<file path="src/rtl/pos_cell_reader_if.sv">
// ---------------------------------------------------------------------------
// pos_cell_reader_if
//
// Bundles every non-clock/reset signal of the per-cell position reader:
//   control : start (in), busy / done / particle_count / count_err (out)
//   RAM bus : mem_address / mem_rden / mem_wren (out), mem_q (in)
//   stream  : out_data / out_id / out_valid / out_last (out), out_ready (in)
//
// The "master" modport is the reader itself (it masters the RAM read port
// and sources the position stream). The "slave" modport is the environment
// around it: the controller issuing start, the cell RAM and the downstream
// position-cache consumer.
// ---------------------------------------------------------------------------
interface pos_cell_reader_if #(
  parameter int DATA_WIDTH = 96,
  parameter int ADDR_WIDTH = 8
);

  logic                  start;
  logic                  busy;
  logic                  done;
  logic [ADDR_WIDTH-1:0] particle_count;
  logic                  count_err;

  logic [ADDR_WIDTH-1:0] mem_address;
  logic                  mem_rden;
  logic                  mem_wren;
  logic [DATA_WIDTH-1:0] mem_q;

  logic [DATA_WIDTH-1:0] out_data;
  logic [ADDR_WIDTH-1:0] out_id;
  logic                  out_valid;
  logic                  out_ready;
  logic                  out_last;

  modport master (
    input  start,
    input  mem_q,
    input  out_ready,
    output busy,
    output done,
    output particle_count,
    output count_err,
    output mem_address,
    output mem_rden,
    output mem_wren,
    output out_data,
    output out_id,
    output out_valid,
    output out_last
  );

  modport slave (
    output start,
    output mem_q,
    output out_ready,
    input  busy,
    input  done,
    input  particle_count,
    input  count_err,
    input  mem_address,
    input  mem_rden,
    input  mem_wren,
    input  out_data,
    input  out_id,
    input  out_valid,
    input  out_last
  );

endinterface

</file>
<file path="src/rtl/pos_cell_reader.sv">
// ---------------------------------------------------------------------------
// pos_cell_reader
//
// Streaming read controller for one per-cell position RAM. On start it reads
// address 0 to obtain the particle count N (clamped to PARTICLE_NUM-1), then
// reads addresses 1..N and delivers each {posz, posy, posx} word on a
// valid/ready stream tagged with its RAM address.
//
// Ports:
//   clk  : single rising-edge clock
//   rst  : asynchronous active-high reset
//   bus  : pos_cell_reader_if.master
//          start / busy / done / particle_count / count_err  - pass control
//          mem_address / mem_rden / mem_wren / mem_q          - RAM read port
//          out_data / out_id / out_valid / out_ready / out_last - word stream
//
// The RAM returns data two cycles after the mem_rden cycle. A two-stage
// tracker follows each particle read through that latency and, when it
// emerges, writes {mem_q, address} into a 4-entry FIFO whose head drives the
// stream. Reads are only issued while FIFO occupancy plus reads in flight
// stays below 4, so the FIFO can never overflow even under full backpressure.
// ---------------------------------------------------------------------------
module pos_cell_reader #(
  parameter int DATA_WIDTH   = 96,
  parameter int ADDR_WIDTH   = 8,
  parameter int PARTICLE_NUM = 220
) (
  input  logic               clk,
  input  logic               rst,
  pos_cell_reader_if.master  bus
);

  localparam int FIFO_DEPTH = 4;
  localparam logic [ADDR_WIDTH-1:0] MAX_COUNT = ADDR_WIDTH'(PARTICLE_NUM - 1);

  typedef enum logic [2:0] {
    ST_IDLE,
    ST_RD_CNT,
    ST_WAIT_CNT,
    ST_STREAM,
    ST_DRAIN,
    ST_DONE
  } state_t;

  // ------------------------------------------------------------------------
  // State and output registers
  // ------------------------------------------------------------------------
  state_t                state_q,          state_d;
  logic                  busy_q,           busy_d;
  logic                  done_q,           done_d;
  logic                  count_err_q,      count_err_d;
  logic [ADDR_WIDTH-1:0] particle_count_q, particle_count_d;
  logic [ADDR_WIDTH-1:0] mem_address_q,    mem_address_d;
  logic                  mem_rden_q,       mem_rden_d;
  logic                  wait_q,           wait_d;
  // One bit wider than the address so that N+1 never wraps.
  logic [ADDR_WIDTH:0]   next_addr_q,      next_addr_d;

  // Latency tracker: stage 1 is one cycle after the read, stage 2 lines up
  // with the cycle in which mem_q carries that read's data.
  logic                  trk1_valid_q,     trk1_valid_d;
  logic [ADDR_WIDTH-1:0] trk1_addr_q,      trk1_addr_d;
  logic                  trk2_valid_q,     trk2_valid_d;
  logic [ADDR_WIDTH-1:0] trk2_addr_q,      trk2_addr_d;

  // Output FIFO
  logic [DATA_WIDTH-1:0] fifo_data_q [FIFO_DEPTH];
  logic [DATA_WIDTH-1:0] fifo_data_d [FIFO_DEPTH];
  logic [ADDR_WIDTH-1:0] fifo_id_q   [FIFO_DEPTH];
  logic [ADDR_WIDTH-1:0] fifo_id_d   [FIFO_DEPTH];
  logic [1:0]            wr_ptr_q,         wr_ptr_d;
  logic [1:0]            rd_ptr_q,         rd_ptr_d;
  logic [2:0]            fifo_count_q,     fifo_count_d;

  // ------------------------------------------------------------------------
  // Combinational helpers
  // ------------------------------------------------------------------------
  logic                  out_valid_w;
  logic [ADDR_WIDTH-1:0] out_id_w;
  logic                  out_last_w;
  logic                  fifo_push;
  logic                  fifo_pop;
  logic                  trk_in;
  logic [3:0]            occ_next;
  logic [3:0]            credit_used;
  logic                  can_issue;
  logic [ADDR_WIDTH-1:0] raw_count;
  logic                  count_over;
  logic [ADDR_WIDTH-1:0] clamped_count;

  // Stream head, handshake and the read-credit computation.
  // Credit looks at the state the pipeline will be in after this edge: the
  // FIFO after this cycle's push/pop, plus the read on the bus now and the
  // one in tracker stage 1 (those two become stages 1 and 2 next cycle).
  // Counting this cycle's pop lets issue resume the cycle right after a pop.
  always_comb begin
    out_valid_w   = (fifo_count_q != 3'd0);
    out_id_w      = fifo_id_q[rd_ptr_q];
    out_last_w    = out_valid_w && (out_id_w == particle_count_q);
    fifo_pop      = out_valid_w && bus.out_ready;
    fifo_push     = trk2_valid_q;
    trk_in        = mem_rden_q && (state_q == ST_STREAM);
    occ_next      = {1'b0, fifo_count_q} + {3'b000, fifo_push} - {3'b000, fifo_pop};
    credit_used   = occ_next + {3'b000, trk_in} + {3'b000, trk1_valid_q};
    can_issue     = (credit_used < 4'(FIFO_DEPTH));
    raw_count     = bus.mem_q[ADDR_WIDTH-1:0];
    count_over    = (raw_count > MAX_COUNT);
    clamped_count = count_over ? MAX_COUNT : raw_count;
  end

  // Tracker and FIFO next-state. The count read in RD_CNT is deliberately
  // not tracked, so only particle words ever reach the FIFO.
  always_comb begin
    trk1_valid_d = trk_in;
    trk1_addr_d  = mem_address_q;
    trk2_valid_d = trk1_valid_q;
    trk2_addr_d  = trk1_addr_q;

    fifo_data_d  = fifo_data_q;
    fifo_id_d    = fifo_id_q;
    wr_ptr_d     = wr_ptr_q;
    rd_ptr_d     = rd_ptr_q;
    fifo_count_d = fifo_count_q;

    if (fifo_push) begin
      fifo_data_d[wr_ptr_q] = bus.mem_q;
      fifo_id_d[wr_ptr_q]   = trk2_addr_q;
      wr_ptr_d              = wr_ptr_q + 2'd1;
    end
    if (fifo_pop) begin
      rd_ptr_d = rd_ptr_q + 2'd1;
    end
    fifo_count_d = fifo_count_q + {2'b00, fifo_push} - {2'b00, fifo_pop};
  end

  // Pass sequencer. All of busy/done/mem_rden/mem_address are computed one
  // cycle ahead so they leave the block straight from flops. The first
  // particle read is launched from the last WAIT_CNT cycle, when the tracker
  // is known to be empty, so it lands in the first STREAM cycle.
  always_comb begin
    state_d          = state_q;
    busy_d           = busy_q;
    done_d           = 1'b0;
    count_err_d      = count_err_q;
    particle_count_d = particle_count_q;
    mem_address_d    = mem_address_q;
    mem_rden_d       = 1'b0;
    wait_d           = wait_q;
    next_addr_d      = next_addr_q;

    case (state_q)
      ST_IDLE: begin
        busy_d = 1'b0;
        if (bus.start) begin
          state_d       = ST_RD_CNT;
          busy_d        = 1'b1;
          count_err_d   = 1'b0;
          mem_rden_d    = 1'b1;
          mem_address_d = '0;
        end
      end

      ST_RD_CNT: begin
        state_d = ST_WAIT_CNT;
        wait_d  = 1'b0;
      end

      ST_WAIT_CNT: begin
        if (!wait_q) begin
          wait_d = 1'b1;
        end else begin
          particle_count_d = clamped_count;
          count_err_d      = count_over;
          if (clamped_count == '0) begin
            state_d = ST_DONE;
            done_d  = 1'b1;
          end else begin
            state_d       = ST_STREAM;
            mem_rden_d    = 1'b1;
            mem_address_d = ADDR_WIDTH'(1);
            next_addr_d   = (ADDR_WIDTH+1)'(2);
          end
        end
      end

      // next_addr beyond N means address N is on the bus this cycle, so the
      // last read has gone out and only the drain remains.
      ST_STREAM: begin
        if (next_addr_q > {1'b0, particle_count_q}) begin
          state_d = ST_DRAIN;
        end else if (can_issue) begin
          mem_rden_d    = 1'b1;
          mem_address_d = next_addr_q[ADDR_WIDTH-1:0];
          next_addr_d   = next_addr_q + (ADDR_WIDTH+1)'(1);
        end
      end

      ST_DRAIN: begin
        if (fifo_pop && out_last_w) begin
          state_d = ST_DONE;
          done_d  = 1'b1;
        end
      end

      ST_DONE: begin
        state_d = ST_IDLE;
        busy_d  = 1'b0;
      end

      default: begin
        state_d = ST_IDLE;
        busy_d  = 1'b0;
      end
    endcase
  end

  // Register bank. Reset also flushes the tracker, so RAM data still
  // returning from reads issued before the reset is simply never captured.
  always_ff @(posedge clk or posedge rst) begin
    if (rst) begin
      state_q          <= ST_IDLE;
      busy_q           <= 1'b0;
      done_q           <= 1'b0;
      count_err_q      <= 1'b0;
      particle_count_q <= '0;
      mem_address_q    <= '0;
      mem_rden_q       <= 1'b0;
      wait_q           <= 1'b0;
      next_addr_q      <= '0;
      trk1_valid_q     <= 1'b0;
      trk1_addr_q      <= '0;
      trk2_valid_q     <= 1'b0;
      trk2_addr_q      <= '0;
      fifo_data_q      <= '{default: '0};
      fifo_id_q        <= '{default: '0};
      wr_ptr_q         <= '0;
      rd_ptr_q         <= '0;
      fifo_count_q     <= '0;
    end else begin
      state_q          <= state_d;
      busy_q           <= busy_d;
      done_q           <= done_d;
      count_err_q      <= count_err_d;
      particle_count_q <= particle_count_d;
      mem_address_q    <= mem_address_d;
      mem_rden_q       <= mem_rden_d;
      wait_q           <= wait_d;
      next_addr_q      <= next_addr_d;
      trk1_valid_q     <= trk1_valid_d;
      trk1_addr_q      <= trk1_addr_d;
      trk2_valid_q     <= trk2_valid_d;
      trk2_addr_q      <= trk2_addr_d;
      fifo_data_q      <= fifo_data_d;
      fifo_id_q        <= fifo_id_d;
      wr_ptr_q         <= wr_ptr_d;
      rd_ptr_q         <= rd_ptr_d;
      fifo_count_q     <= fifo_count_d;
    end
  end

  // The credit rule must keep a push from ever landing on a full FIFO
  // unless a pop frees the slot in the same cycle.
  assert property (@(posedge clk) disable iff (rst)
    !(fifo_push && !fifo_pop && (fifo_count_q == 3'(FIFO_DEPTH))));

  assign bus.busy           = busy_q;
  assign bus.done           = done_q;
  assign bus.count_err      = count_err_q;
  assign bus.particle_count = particle_count_q;
  assign bus.mem_address    = mem_address_q;
  assign bus.mem_rden       = mem_rden_q;
  assign bus.mem_wren       = 1'b0;
  assign bus.out_data       = fifo_data_q[rd_ptr_q];
  assign bus.out_id         = out_id_w;
  assign bus.out_valid      = out_valid_w;
  assign bus.out_last       = out_last_w;

endmodule
</file>
<file path="src/flat_wrapper.sv">
// flat-port wrapper written by rule: the top's interface ports become plain ports
module pos_cell_reader_flat 
#(
  parameter int DATA_WIDTH   = 96,
  parameter int ADDR_WIDTH   = 8,
  parameter int PARTICLE_NUM = 220
)
  (clk, rst, bus_start, bus_mem_q, bus_out_ready, bus_busy, bus_done, bus_particle_count, bus_count_err, bus_mem_address, bus_mem_rden, bus_mem_wren, bus_out_data, bus_out_id, bus_out_valid, bus_out_last);
  pos_cell_reader_if #(.DATA_WIDTH(DATA_WIDTH), .ADDR_WIDTH(ADDR_WIDTH)) bus_i ();
  input  logic clk;
  input  logic rst;
  input wire logic [$bits(bus_i.start)-1:0] bus_start;
  input wire logic [$bits(bus_i.mem_q)-1:0] bus_mem_q;
  input wire logic [$bits(bus_i.out_ready)-1:0] bus_out_ready;
  output wire logic [$bits(bus_i.busy)-1:0] bus_busy;
  output wire logic [$bits(bus_i.done)-1:0] bus_done;
  output wire logic [$bits(bus_i.particle_count)-1:0] bus_particle_count;
  output wire logic [$bits(bus_i.count_err)-1:0] bus_count_err;
  output wire logic [$bits(bus_i.mem_address)-1:0] bus_mem_address;
  output wire logic [$bits(bus_i.mem_rden)-1:0] bus_mem_rden;
  output wire logic [$bits(bus_i.mem_wren)-1:0] bus_mem_wren;
  output wire logic [$bits(bus_i.out_data)-1:0] bus_out_data;
  output wire logic [$bits(bus_i.out_id)-1:0] bus_out_id;
  output wire logic [$bits(bus_i.out_valid)-1:0] bus_out_valid;
  output wire logic [$bits(bus_i.out_last)-1:0] bus_out_last;
  assign bus_i.start = bus_start;
  assign bus_i.mem_q = bus_mem_q;
  assign bus_i.out_ready = bus_out_ready;
  assign bus_busy = bus_i.busy;
  assign bus_done = bus_i.done;
  assign bus_particle_count = bus_i.particle_count;
  assign bus_count_err = bus_i.count_err;
  assign bus_mem_address = bus_i.mem_address;
  assign bus_mem_rden = bus_i.mem_rden;
  assign bus_mem_wren = bus_i.mem_wren;
  assign bus_out_data = bus_i.out_data;
  assign bus_out_id = bus_i.out_id;
  assign bus_out_valid = bus_i.out_valid;
  assign bus_out_last = bus_i.out_last;
  pos_cell_reader #(.DATA_WIDTH(DATA_WIDTH), .ADDR_WIDTH(ADDR_WIDTH), .PARTICLE_NUM(PARTICLE_NUM)) u_core (.clk(clk), .rst(rst), .bus(bus_i));
endmodule
</file>
<file path="config.mk">
export PLATFORM = sky130hd
export DESIGN_NAME = pos_cell_reader_flat
export DESIGN_NICKNAME = d
export VERILOG_FILES = /design/src/rtl/pos_cell_reader_if.sv /design/src/rtl/pos_cell_reader.sv /design/src/flat_wrapper.sv
export SDC_FILE = /design/constraint.sdc
export NUM_CORES = 1
export LEC_CHECK = 0
export BUFFER_PORTS_ARGS = -buffer_cell sky130_fd_sc_hd__buf_2
export CAP_MARGIN = 20
export CORE_MARGIN = 4
export CORE_UTILIZATION = 55
export DETAILED_ROUTE_END_ITERATION = 6
export GPL_TIMING_DRIVEN = 0
export PLACE_DENSITY = 0.85
export SYNTH_ARGS = -nofsm -noshare
export SYNTH_HDL_FRONTEND = slang
export SYNTH_SLANG_ARGS = --single-unit
</file>
<file path="constraint.sdc">
create_clock -name clk -period 45.4 [get_ports clk]
set_input_delay 13.62 -clock clk [delete_from_list [all_inputs] [get_ports clk]]
set_output_delay 13.62 -clock clk [all_outputs]
set_load 0.05 [all_outputs]
</file>
# == Word-level counts from Yosys, hierarchy flattened ==
# Cells that the tools add are included.
# W data, S select, Z words.
# totals
elab_cells,116
ff_bits,474
inputBits,100
# classes
n_mux,45
bitwise,2
n_eq_ne,12
reduce_logical,18
n_lt_le_gt_ge,6
n_addsub,9
# op_table
operator,count
$bwmux W384,1
$mux W96,3
$bmux W96 S2,1
$demux W96 S2,1
$mux W8,9
$mux W9,4
$bwmux W32,1
$pmux W8 S3,1
$pmux W9 S2,1
$bmux W8 S2,1
$demux W8 S2,1
$mux W3,5
$pmux W3 S5,1
$mux W1,10
$add A9 B1 Y9 const B,1
$gt A9 B8 Y1,1
$add A4 B1 Y4,2
$eq A8 B8 Y1,1
$gt A8 B8 Y1 const B,1
$logic_not A8 Y1,1
$ne A2 B2 Y1 const B,4
$pmux W1 S2,4
$eq A3 B2 Y1 const B,2
$ge A3 B3 Y1 const B,2
22 further kinds,33

# == Depth between registers and ports, before layout ==
# depth
ltp_word,9
depth_mapped,13

# == Least setup slack after synthesis ==
# Ideal clock, no wire load.
# synth_timing
path_type,input -> register
startpoint,input port bus_out_ready
endpoint,"register u_core.mem_address_q[0], in the netlist u_core.bus.mem_address[0]"
t_required_ns,45.275
t_arrival_ns,16.033
path_slack_ns,29.242
setup_time_ns,0.125
cell_stages,10
cell_sequence,nor2b_1 -> ha_1 -> fa_1 -> inv_1 -> ha_1 -> and3b_1 -> o211a_1 -> o21a_1 -> a21oi_4 -> mux2_4
# synth_between
elab_chain_cells,7
# synth_rtl
item,line,text
from (decl),flat_wrapper.sv:14,input wire logic [$bits(bus_i.out_ready)-1:0] bus_out_ready;
$logic_and A1 B1 Y1,pos_cell_reader.sv:100,fifo_pop = out_valid_w && bus.out_ready;
$sub A4 B1 Y4,pos_cell_reader.sv:103,"occ_next = {1'b0, fifo_count_q} + {3'b000, fifo_push} - {3'b000, fifo_pop};"
$add A4 B1 Y4 (2 in a row),pos_cell_reader.sv:104,"credit_used = occ_next + {3'b000, trk_in} + {3'b000, trk1_valid_q};"
$lt A4 B3 Y1,pos_cell_reader.sv:105,can_issue = (credit_used < 4'(FIFO_DEPTH));
$ne A2 B1 Y1 (no line),n/a,
$reduce_and A6 Y1 (no line),n/a,
to (signal assigned),pos_cell_reader.sv:245,mem_address_q <= mem_address_d;
to (decl),pos_cell_reader.sv:53,"logic [ADDR_WIDTH-1:0] mem_address_q, mem_address_d;"
# Every way passes these cells.
# A chain may end at the register's enable or synchronous reset.

# == Final worst setup path ==
# layout_timing
startpoint,register u_core.rd_ptr_q[0]
endpoint,output port bus_out_id[6]
# layout_between
elab_chain_cells,4
# layout_rtl
item,line,text
from (decl),pos_cell_reader.sv:72,"logic [1:0] rd_ptr_q, rd_ptr_d;"
from (signal assigned),pos_cell_reader.sv:256,rd_ptr_q <= rd_ptr_d;
$not A2 Y3 (implied by the code),pos_cell_reader.sv:98,out_id_w = fifo_id_q[rd_ptr_q];
$bmux W8 S2,pos_cell_reader.sv:98,
$mux W8 (implied by the code) (2 in a row),pos_cell_reader.sv:98,
to (decl),flat_wrapper.sv:23,output wire logic [$bits(bus_i.out_id)-1:0] bus_out_id;
# Every way passes these cells. The select of a mux whose other input is x is not followed.

==> impl_summary.log <==
INFO  metric synth-edff-count = 0
INFO  metric regToRegSetupSlack = 41350 ps
INFO  metric grt-ovfl-total = 0
INFO  metric routabilityCongestion = 0.8659
INFO  metric routed_wire_length_per_instance = 21.84 µm
INFO  metric num-nets-final = 1687
INFO  metric final_antenna_net_count = 0
INFO  metric mapped_avg_cell_area = 16.06 µm²
INFO  metric cap_violations = 0
INFO  metric setup_violations = 0
INFO  metric timing.final.hold_violations = 0
INFO  metric drt-total-wl = 46.06 mm
INFO  metric achievable-frequency = 58.80 MHz
INFO  metric drive_above_1_share = 53.72%
INFO  metric rr_worst_depth = 11
INFO  metric drc = 0
INFO  metric cts.sink_count = 474
INFO  metric endpoint = bus_out_id[6]
INFO  metric post-synth-top-area-cell = sky130_fd_sc_hd__dfrtp_1
INFO  metric clk_pin_slew_worst_paths = 60 ps
INFO  metric layout.cells.most_common = sky130_fd_sc_hd__dfrtp_1
INFO  metric cts_inserted_buffers = 48
INFO  metric dpl-instance-area = 22540 µm²
INFO  metric coreArea = 36870 µm²
INFO  metric largest_cells_by_area_after_synthesis = sky130_fd_sc_hd__dfrtp_1 57%, sky130_fd_sc_hd__mux2_2 23%, sky130_fd_sc_hd__mux4_2 11%
INFO  metric final_cell_area = 24120 µm²
INFO  metric clock_tree.root_cell = sky130_fd_sc_hd__clkbuf_16
INFO  metric rsz0062_at_grt = no
INFO  metric synth_fp_nets = 1409
INFO  metric core.rowCount = 70
INFO  metric tightestPinTransition = 1033 ps
INFO  metric synth_largest_type_area_fraction = 57.31%
INFO  metric synth.yosys.seq_area_share = 57.31%
INFO  metric worstSkewPairLatency = 570 ps
INFO  metric dieArea = 40800 µm²
INFO  metric status = finished, final reports clean
INFO  metric multi_input_gate_area_in_the_final_layout = 8376 µm²
INFO  metric setup_tns = 0 ps
INFO  metric critPathArrivalTime = 3390 ps
INFO  metric asyncSetResetFlopFracSynth = 100.0%
INFO  metric timing.final.crit_period = 17010 ps
INFO  metric timing.critical_path.fanout_max = 10
INFO  metric mostFrequentLayoutCells = 474 x sky130_fd_sc_hd__dfrtp_1, 417 x sky130_fd_sc_hd__mux2_2, 250 x sky130_fd_sc_hd__buf_2
INFO  metric finClkSkew = 12.90 ps
INFO  metric number_of_global_route_vias_before_repair = 13356
INFO  metric post_cts_resized = 0
INFO  metric postCtsSetupRepairBufs = 0
INFO  metric setup.worst_path.class = register to output port
INFO  metric grt_max_degree = 141
INFO  metric count_of_hold_buffers_inserted_by_post_cts_repair = 0
INFO  metric endpoint_kind = output port
INFO  metric area_of_the_mapped_netlist = 20700 µm²
INFO  metric synth_cell_types = 56
INFO  metric synthesis_to_layout_area_growth = 16.52%
INFO  metric timing.critical_path.from = u_core.rd_ptr_q[0]$_DFFE_PP0P_
INFO  metric setup.worst_path.start_class = register
INFO  metric synth-seq-cells = 474
INFO  metric first_pass_grt_wire_length = 74.60 mm
INFO  metric critical_path.reg2reg.startpoint = u_core.fifo_count_q[1]$_DFF_PP0_
INFO  metric htree_num_levels = 2
INFO  metric synthesis.instances = 1289
INFO  metric first_iter_violations = 583
INFO  metric buffer_ports.inserted = 225
INFO  metric ios = 227
INFO  metric via_per_inst = 5.789
INFO  metric ys.flop_type = sky130_fd_sc_hd__dfrtp_1
INFO  metric longest_clk_path_bufs = 3
INFO  metric final-max-slew-violation-count = 0
INFO  metric slew_headroom = 31.13%
INFO  metric tritoncts_clock_tree = yes
INFO  metric ys_warn_count = 0
INFO  metric drt_first_pass_iters = 4
INFO  metric hold_class = register to register
INFO  metric routed-via-count = 12208
INFO  metric required = 31780 ps
INFO  metric hpwl = 30.98 mm
INFO  metric reg2reg_to = u_core.next_addr_q[0]$_DFFE_PP0P_
INFO  metric number_of_antenna_violations_at_the_first_check_in_global_routing = 6
INFO  metric filler_cell_count = 2597
INFO  metric area.sequential = 11860 µm²
INFO  metric period_share = 37.46%
INFO  metric global_route.usage.total = 22.92%
INFO  metric die_w = 202.0 µm
INFO  metric initial_utilization = 56.13%
INFO  metric fp.dieH = 202.0 µm
==> worst min path at each step <==
stage               depth (start not counted)                         endpoint                       startpoint  slack, ps
floorplan                                   0  u_core.trk2_addr_q[0]$_DFF_PP0_  u_core.trk1_addr_q[0]$_DFF_PP0_        330
finish                                      0  u_core.trk2_addr_q[5]$_DFF_PP0_  u_core.trk1_addr_q[5]$_DFF_PP0_        360
detailed placement                          0  u_core.trk2_addr_q[7]$_DFF_PP0_  u_core.trk1_addr_q[7]$_DFF_PP0_        340
global route                                0  u_core.trk2_addr_q[5]$_DFF_PP0_  u_core.trk1_addr_q[5]$_DFF_PP0_        360
CTS                                         0  u_core.trk2_addr_q[5]$_DFF_PP0_  u_core.trk1_addr_q[5]$_DFF_PP0_        360
global placement                            0  u_core.trk2_addr_q[5]$_DFF_PP0_  u_core.trk1_addr_q[5]$_DFF_PP0_        330
==> sequential cells by signal, indices dropped and copies added, names as in the netlist <==
register / flops
u_core.fifo_data_q: 384
u_core.fifo_id_q: 32
u_core.next_addr_q: 9
u_core.bus.mem_address: 8
u_core.bus.particle_count: 8
u_core.trk1_addr_q: 8
u_core.trk2_addr_q: 8
u_core.fifo_count_q: 3
u_core.state_q: 3
u_core.rd_ptr_q: 2
u_core.wr_ptr_q: 2
u_core.bus.busy: 1
u_core.bus.count_err: 1
u_core.bus.done: 1
u_core.bus.mem_rden: 1
u_core.fifo_push: 1
u_core.trk1_valid_q: 1
u_core.wait_q: 1
==> area by class of cell <==
cell class                 instances  share of cell area [%]
clock buffer                      66                   5.764
tap                              504                   2.615
antenna                            6                 0.06226
sequential                       474                   49.19
timing repair buffer             228                   5.012
inverter                          33                  0.5448
buffer                            77                   1.390
multi-input combinational        705                   34.73
clock inverter                    16                  0.6952
==> synthesized netlist by cell type (2+ instances only) <==
library cell                  n
sky130_fd_sc_hd__dfrtp_1    474
sky130_fd_sc_hd__mux2_2     417
sky130_fd_sc_hd__mux4_2     101
sky130_fd_sc_hd__inv_1       33
sky130_fd_sc_hd__clkbuf_1    28
sky130_fd_sc_hd__buf_2       25
sky130_fd_sc_hd__nand2_1     25
sky130_fd_sc_hd__buf_1       20
sky130_fd_sc_hd__ha_1        18
sky130_fd_sc_hd__mux2i_1     18
sky130_fd_sc_hd__o21ai_0     15
sky130_fd_sc_hd__nor2_1      14
sky130_fd_sc_hd__xnor2_1     11
sky130_fd_sc_hd__a21oi_1      8
sky130_fd_sc_hd__and3_1       7
sky130_fd_sc_hd__nand3b_1     7
sky130_fd_sc_hd__a31oi_1      4
sky130_fd_sc_hd__buf_4        4
sky130_fd_sc_hd__nand3_1      4
sky130_fd_sc_hd__o211ai_1     4
sky130_fd_sc_hd__nor2b_1      3
sky130_fd_sc_hd__nor3_1       3
sky130_fd_sc_hd__o21a_1       3
sky130_fd_sc_hd__xor2_1       3
sky130_fd_sc_hd__a211oi_1     2
sky130_fd_sc_hd__and4b_1      2
sky130_fd_sc_hd__fa_1         2
sky130_fd_sc_hd__mux2_4       2
sky130_fd_sc_hd__o211a_1      2
sky130_fd_sc_hd__o21ai_1      2
sky130_fd_sc_hd__o221ai_1     2
sky130_fd_sc_hd__o2bb2ai_1    2
==> through the flow <==
step                      std cells  hold WS [ps]  worst slack [ps]  util [%]
final                          2109         356.4             28390     65.40
after global routing           2109         362.5             28230     65.40
after CTS                      2103         358.6             28370     65.36
after detailed placement       2021         337.1             28530     61.14
after global placement         2018         334.7             14420     60.89
after floorplan                1289         331.2             18560         -
==> cell families after synthesis <==
logic type	Yosys count	synth area share (%)
multiplexers	539	34.75
flip-flops	474	57.31
buffers and inverters	110	2.219
AND/OR/NAND/NOR	76	1.965
AO/OA/AOI/OAI	55	1.862
adder cells (fa/ha/maj)	20	1.282
XOR/XNOR	14	0.5925
other	1	0.01812
==> critical path, cell delays in order, from the launching register on <==
cell	delay (ps)
sky130_fd_sc_hd__dfrtp_1	310
sky130_fd_sc_hd__buf_2	270
sky130_fd_sc_hd__clkbuf_1	810
sky130_fd_sc_hd__clkbuf_1	690
sky130_fd_sc_hd__mux2i_1	390
sky130_fd_sc_hd__buf_2	330
==> routing by layer <==
layer  up-vias  global-route usage, %  part of all wire [%]
met5         -                      0                     0
met2       333                  38.10                    51
met4         0                  6.470                   2.2
met3        70                  4.460                   5.3
met1      6478                  31.33                    42
li1       5327                      -                     -
Power is left out: the tool's default activity adds up to more than one toggle a clock period on the data nets, which glitch-free logic cannot reach.
